### src/rtl/serial_addsub.sv
// Bit-serial signed adder/subtractor: one full-adder slice plus a carry
// flop, one operand bit per clock, WIDTH-bit result with carry and overflow.
// Ports: clk, rst_n (async low), start/sub/a/b request inputs;
// busy, done pulse, result, carry_out, overflow outputs.
// Optional saturation on overflow: define SERIAL_ADDSUB_SAT_EN.
module serial_addsub #(
  parameter int WIDTH = 8
) (
  input  logic             clk,
  input  logic             rst_n,
  input  logic             start,
  input  logic             sub,
  input  logic [WIDTH-1:0] a,
  input  logic [WIDTH-1:0] b,
  output logic             busy,
  output logic             done,
  output logic [WIDTH-1:0] result,
  output logic             carry_out,
  output logic             overflow
);

  localparam int CW = $clog2(WIDTH);
  localparam logic [CW-1:0] LAST = CW'(WIDTH - 1);

  typedef enum logic [1:0] {
    S_IDLE,
    S_RUN,
    S_DONE
  } state_t;

  state_t           state_q, state_d;
  logic [WIDTH-1:0] a_sh_q, a_sh_d;
  logic [WIDTH-1:0] b_sh_q, b_sh_d;
  logic [WIDTH-1:0] r_sh_q, r_sh_d;
  logic [CW-1:0]    cnt_q, cnt_d;
  logic             c_q, c_d;
  logic [WIDTH-1:0] result_q, result_d;
  logic             cout_q, cout_d;
  logic             ovf_q, ovf_d;
  logic             busy_q, busy_d;
  logic             done_q, done_d;

  logic             bit_s;
  logic             c_nxt;
  logic [WIDTH-1:0] wrapped;
  logic             ovf_now;

  // The single adder slice
  always_comb begin
    bit_s   = a_sh_q[0] ^ b_sh_q[0] ^ c_q;
    c_nxt   = (a_sh_q[0] & b_sh_q[0])
            | (c_q & (a_sh_q[0] ^ b_sh_q[0]));
    wrapped = {bit_s, r_sh_q[WIDTH-1:1]};
    // On the MSB step c_q is the carry into the MSB
    ovf_now = c_q ^ c_nxt;
  end

  always_comb begin
    state_d  = state_q;
    a_sh_d   = a_sh_q;
    b_sh_d   = b_sh_q;
    r_sh_d   = r_sh_q;
    cnt_d    = cnt_q;
    c_d      = c_q;
    result_d = result_q;
    cout_d   = cout_q;
    ovf_d    = ovf_q;

    unique case (state_q)
      S_IDLE, S_DONE: begin
        state_d = S_IDLE;
        if (start) begin
          // Subtraction as a + ~b + 1, the +1 riding in on the carry
          a_sh_d  = a;
          b_sh_d  = sub ? ~b : b;
          r_sh_d  = '0;
          c_d     = sub;
          cnt_d   = '0;
          state_d = S_RUN;
        end
      end
      S_RUN: begin
        a_sh_d = {1'b0, a_sh_q[WIDTH-1:1]};
        b_sh_d = {1'b0, b_sh_q[WIDTH-1:1]};
        r_sh_d = wrapped;
        c_d    = c_nxt;
        cnt_d  = cnt_q + CW'(1);
        if (cnt_q == LAST) begin
          state_d = S_DONE;
          cout_d  = c_nxt;
          ovf_d   = ovf_now;
`ifdef SERIAL_ADDSUB_SAT_EN
          // Wrapped MSB set on overflow means the true value was positive
          if (ovf_now) begin
            result_d = wrapped[WIDTH-1]
                     ? {1'b0, {(WIDTH-1){1'b1}}}
                     : {1'b1, {(WIDTH-1){1'b0}}};
          end else begin
            result_d = wrapped;
          end
`else
          result_d = wrapped;
`endif
        end
      end
      default: state_d = S_IDLE;
    endcase

    busy_d = (state_d == S_RUN);
    done_d = (state_d == S_DONE);
  end

  always_ff @(posedge clk or negedge rst_n) begin
    if (!rst_n) begin
      state_q  <= S_IDLE;
      a_sh_q   <= '0;
      b_sh_q   <= '0;
      r_sh_q   <= '0;
      cnt_q    <= '0;
      c_q      <= 1'b0;
      result_q <= '0;
      cout_q   <= 1'b0;
      ovf_q    <= 1'b0;
      busy_q   <= 1'b0;
      done_q   <= 1'b0;
    end else begin
      state_q  <= state_d;
      a_sh_q   <= a_sh_d;
      b_sh_q   <= b_sh_d;
      r_sh_q   <= r_sh_d;
      cnt_q    <= cnt_d;
      c_q      <= c_d;
      result_q <= result_d;
      cout_q   <= cout_d;
      ovf_q    <= ovf_d;
      busy_q   <= busy_d;
      done_q   <= done_d;
    end
  end

  assign busy      = busy_q;
  assign done      = done_q;
  assign result    = result_q;
  assign carry_out = cout_q;
  assign overflow  = ovf_q;

endmodule
### config.mk
export PLATFORM = sky130hd
export DESIGN_NAME = serial_addsub
export DESIGN_NICKNAME = d
export VERILOG_FILES = /design/src/rtl/serial_addsub.sv
export SDC_FILE = /design/constraint.sdc
export NUM_CORES = 1
export LEC_CHECK = 0
export CELL_PAD_IN_SITES_DETAIL_PLACEMENT = 1
export CELL_PAD_IN_SITES_GLOBAL_PLACEMENT = 1
export CORE_MARGIN = 8
export CORE_UTILIZATION = 41
export DETAILED_ROUTE_END_ITERATION = 7
export PLACE_DENSITY_LB_ADDON = 0.25
export SYNTH_ARGS = -nofsm -noshare
export SYNTH_HDL_FRONTEND = slang
export SYNTH_SLANG_ARGS = --single-unit
### constraint.sdc
create_clock -name clk -period 1.8 [get_ports clk]
set_input_delay 0.54 -clock clk [delete_from_list [all_inputs] [get_ports clk]]
set_output_delay 0.54 -clock clk [all_outputs]
set_load 0.03 [all_outputs]
## Yosys cells after proc, flatten, opt, wreduce, memory -nomap -nowiden

Index checks and enable logic that the tools add are counted.

| cells by class | value |
|---|---|
| bitwise operators | 7 |
| mux-type cells | 14 |
| reduce and logical (&&, ||, !) cells | 5 |
| equality and inequality tests | 6 |
| $add $sub $neg | 1 |

Operator list:

| kind | count |
|---|---|
| one-hot mux 8 bit (2 select lines) | 3 |
| 2-to-1 mux 8 bit | 4 |
| NOT 8 bit | 1 |
| one-hot mux 3 bit (2 select lines) | 1 |
| == test 2 x 1 -> 1 bit (second input constant) | 2 |
| == test 2 bit (second input constant) | 2 |
| one-hot mux 2 bit (2 select lines) | 1 |
| AND reduction 2 bit | 2 |
| adder 3 x 1 -> 3 bit (second input constant) | 1 |
| == test 3 bit (second input constant) | 1 |
| 2-to-1 mux 3 bit | 1 |
| bitwise XOR 1 bit | 3 |
| bitwise AND 1 bit | 2 |
| logical NOT 2 bit | 1 |
| 2-to-1 mux 1 bit | 2 |
| 2-to-1 mux 2 bit | 1 |
| != test 2 bit (second input constant) | 1 |
| one-hot mux 1 bit (2 select lines) | 1 |
| nonzero test 2 bit | 1 |
| OR reduction 2 bit | 1 |
| bitwise OR 1 bit | 1 |

| word-level totals | value |
|---|---|
| output and inout port bits | 12 |
| word-level logic and storage cells | 44 |
| register bits | 42 |
| input bits | 20 |

## Logic depth before layout (Yosys ltp)

| depth | value |
|---|---|
| word-level depth | 4 |
| gate-level depth with buffers | 6 |
| depth with buffers taken out | 5 |

## Worst setup path before layout

Ideal clock, no wire load.

| path | value |
|---|---|
| path kind | register to register |
| from | register cnt_q[0] |
| to | register result_q[5] (netlist: result[5]) |
| buffers on the path | 1 |
| setup slack | 252 ps |
| stages on the path, launching flop included | 6 |
| clock period less this slack | 1548 ps |
| arrival time | 1424 ps |
| setup time | 125 ps |
| data required time | 1675 ps |
| cell sequence | dfrtp_1 -> ha_1 -> ha_1 -> nand3b_2 -> buf_2 -> mux2_2 |

| on the way | value |
|---|---|
| cells in the longest elaborated chain, start to end | 2 |

RTL lines:

| element | RTL line | text |
|---|---|---|
| start, declared | 35 | `logic [CW-1:0] cnt_q, cnt_d;` |
| start signal, assigned | 131 | `cnt_q <= cnt_d;` |
| == test 3 bit | 88 | `if (cnt_q == LAST) begin` |
| AND reduction 2 bit (no line) | - |  |
| end signal, assigned | 133 | `result_q <= result_d;` |
| end, declared | 37 | `logic [WIDTH-1:0] result_q, result_d;` |

Every way passes these cells.
A chain may end at the register's enable or synchronous reset.

## Worst setup path after layout

| path | value |
|---|---|
| from | input start |
| to | register b_sh_q[0] |

| on the way | value |
|---|---|
| cells in the longest elaborated chain, start to end | 2 |

RTL lines:

| element | RTL line | text |
|---|---|---|
| start, declared | 11 | `input logic start,` |
| != test 2 bit (no line) | - |  |
| AND reduction 2 bit (no line) | - |  |
| end signal, assigned | 129 | `b_sh_q <= b_sh_d;` |
| end, declared | 33 | `logic [WIDTH-1:0] b_sh_q, b_sh_d;` |

Every way passes these cells.

==> impl_metrics.yaml <==
route:
  drt-vias-per-instance: 5.34
  wire_per_inst_um: 17.2
  route.detailed.drc: 0
  via_count: 1197
  drt_first_iter_violations: 54
  totalWireLength_um: 3840
  route.antenna.remaining_nets: 0
  first_pass_iters: 4
placement:
  gpl.final_weighted_congestion: 0.725
  port_buffers: 31
  dpl_worst_slack_ns: -0.0970
  place_area_um2: 2110
  placed_cells: 217
  post-dp-hpwl_um: 2810
grt:
  globalRouteOverflowTotal: 0
  grt_max_degree: 42
  grt_use_total_pct: 13.0
  grt_pass1_wl_um: 6640
  grt_pass1_vias: 1337
  antenna_found_initial: 0
floorplan:
  rows: 23
  die_area_um2: 6600
  core_area_um2: 4060
  initial_utilization_pct: 43.0
  die_height_um: 81.3
  die_width_um: 81.3
  top_level_ports: 32
yosys:
  synthesized_nets: 161
  syn_area_um2: 1750
  yosys.area.top_type: "sky130_fd_sc_hd__dfrtp_1"
  async_reset_ff_share_pct: 100
  synth_sequential_area_ratio_pct: 58.7
  synth.top_cell.area_share_pct: 58.7
  synthTopCellsByCount: "41 x sky130_fd_sc_hd__dfrtp_1, 10 x sky130_fd_sc_hd__a22o_1, 9 x sky130_fd_sc_hd__a221o_1, 9 x sky130_fd_sc_hd__nand2_1, 8 x sky130_fd_sc_hd__nor2_1"
  synth_ff_type: "sky130_fd_sc_hd__dfrtp_1"
  post_synth_main_area_contributors: "sky130_fd_sc_hd__dfrtp_1 59%, sky130_fd_sc_hd__a221o_1 5.2%, sky130_fd_sc_hd__a22o_1 5.0%"
  yosys_warn_count: 0
  synth_seq_cells: 41
  synth-edff-count: 0
  synthesis.area_per_instance_um2: 12.7
  netlist_instances: 138
  synth.most_common_cell: "sky130_fd_sc_hd__dfrtp_1"
  post_synth_num_cell_types: 25
clocking:
  latest_clock_arrival_within_the_worst_skew_pair_ns: 0.28
  htreeDepth: 2
  tritoncts: "built"
  cts.repair_timing.setup_buffer_count: 0
  clock_path_buffers: 2
  cts.sinks: 41
  clockRootBuffer: "sky130_fd_sc_hd__clkbuf_8"
  cts.reportedPaths.clkPinSlew_ns: 0.07
  cts_inserted_buffers: 5
sta:
  rsz0062_at_grt: "false"
  clock_skew_ns: 0.00369
  worstMarginPinSlew_ns: 0.520
  worst_rel_slew_slack_pct: 65.3
  hold-worst-slack_ns: 0.309
  finalSetupViolations: 0
  maxSlewViolCount: 0
  post-route-worst-setup-slack_ns: 0.205
  setup_tns_ns: 0
  hold_violations: 0
  period_share_pct: 88.6
  final_period_minus_worst_setup_slack_ns: 1.60
  maxClockFrequency_mhz: 627
critical_path:
  critPathCaptureType: "flip-flop"
  maximum_fanout_along_the_worst_path: 19
  timing_worst_setup_path_type: "in2reg"
  critPathLaunchType: "input port"
  critPathArrivalTime_ns: 1.77
  worstPathRequired_ns: 1.97
outcome:
  run_status: "finished, final reports clean"
pwr:
  static-leakage-power_nw: 1.04
  pwr_density_cell_nw_per_um2: 1770
  vdd.ir_drop.worst_mv: 0.867
  power.total_mw: 3.91
cells_and_area:
  final_util_pct: 54.3
  storage_element_area_um2: 1030
  final_layout_size_suffix_gt1_share_pct: 15.5
  insertedDiodeCount: 0
  multiInputGateArea_um2: 629
  layout.cells.non_filler: 224
  finish.instance_area_um2: 2200
  fillers: 419
  area_growth_pct: 26.1
  number_of_nets_in_the_final_layout: 197
min_path:
  min-delay-path-class: "in2async"
flow_run:
  cap_violations: 0
==> final timing paths <==
check	start	to	slack [ns]	cells after the start
setup / recovery	start	b_sh_q[0]$_DFFE_PN0P_	0.20	4
hold / removal	rst_n	result[2]$_DFFE_PN0P_	0.31	2
setup reg to reg	cnt_q[0]$_DFFE_PN0P_	result[1]$_DFFE_PN0P_	0.23	4
hold reg to reg	result[7]$_DFFE_PN0P_	result[7]$_DFFE_PN0P_	0.50	2
max in group asynchronous	rst_n	r_sh_q[5]$_DFFE_PN0P_	1.13	2
min in group clk	result[7]$_DFFE_PN0P_	result[7]$_DFFE_PN0P_	0.50	2
==> power breakdown <==
group / switching, mW / internal [mW]
Clock: 0.297 / 0.403
Combinational: 0.906 / 0.709
Sequential: 0.259 / 1.33
==> sequential cells by signal, summed over array words and instances (netlist names) <==
register   count
result         8
r_sh_q         7
busy           1
overflow       1
c_q            1
b_sh_q         8
done           1
state_q        2
carry_out      1
cnt_q          3
a_sh_q         8
==> layout make-up <==
type	count	share of cell area, %
clock buffers	5	3.12
flip-flops and latches	41	46.6
repair buffers	39	16.5
well taps	50	2.84
clock inverters	2	1.59
inverters	5	0.852
multi-input cells	82	28.6
==> worst max-delay path, cell delays in order <==
cell                              delay, ns
sky130_fd_sc_hd__clkdlybuf4s50_1       0.47
sky130_fd_sc_hd__nor2b_2               0.32
sky130_fd_sc_hd__nor2_8                0.12
sky130_fd_sc_hd__a221o_1               0.31
==> metal layers <==
metal  global-route usage [%]  vias up  part of all wire (%)
met3                     4.53        5                   6.1
met4                     4.29        0                   1.3
met1                     16.1      606                    44
li1                         -      556                     -
met5                        0        -                     0
met2                     20.6       30                    48
==> kinds of logic after synthesis <==
logic type,Yosys count,synth area share [%]
xor+xnor,9,4.51
compound gates,32,15.0
flops,41,58.7
mux,7,4.51
simple gates,31,9.31
fa+ha+maj,3,2.58
buf+inv,15,5.37
==> layout by cell type, fill, tap and decap left out <==
master and instances:
sky130_fd_sc_hd__mux2_2 7, sky130_fd_sc_hd__a22o_1 10, sky130_fd_sc_hd__o2bb2ai_1 1, sky130_fd_sc_hd__bufinv_16 1, sky130_fd_sc_hd__dfrtp_1 41, sky130_fd_sc_hd__a22oi_1 6
sky130_fd_sc_hd__nor2b_2 2, sky130_fd_sc_hd__a221o_1 9, sky130_fd_sc_hd__clkdlybuf4s50_1 18, sky130_fd_sc_hd__nand3b_2 1, sky130_fd_sc_hd__clkbuf_8 5, sky130_fd_sc_hd__buf_4 7
sky130_fd_sc_hd__nand2_1 9, sky130_fd_sc_hd__nor3_1 1, sky130_fd_sc_hd__inv_1 5, sky130_fd_sc_hd__clkinv_2 1, sky130_fd_sc_hd__nor2_8 1, sky130_fd_sc_hd__nand2b_1 2
sky130_fd_sc_hd__xor2_1 2, sky130_fd_sc_hd__xnor2_1 7, sky130_fd_sc_hd__dlygate4sd2_1 12, sky130_fd_sc_hd__buf_12 1, sky130_fd_sc_hd__buf_2 1, sky130_fd_sc_hd__fa_1 1
sky130_fd_sc_hd__ha_1 2, sky130_fd_sc_hd__nor2_1 8, sky130_fd_sc_hd__nand3_1 7, sky130_fd_sc_hd__o21ai_0 6
==> repair_timing <==
item / in CTS / in global routing
resized for setup: 12 / 0
setup endpoints to repair: 12 / 0
hold buffers: 0 / 0
Note: power is estimated with default switching activity, not from simulation.
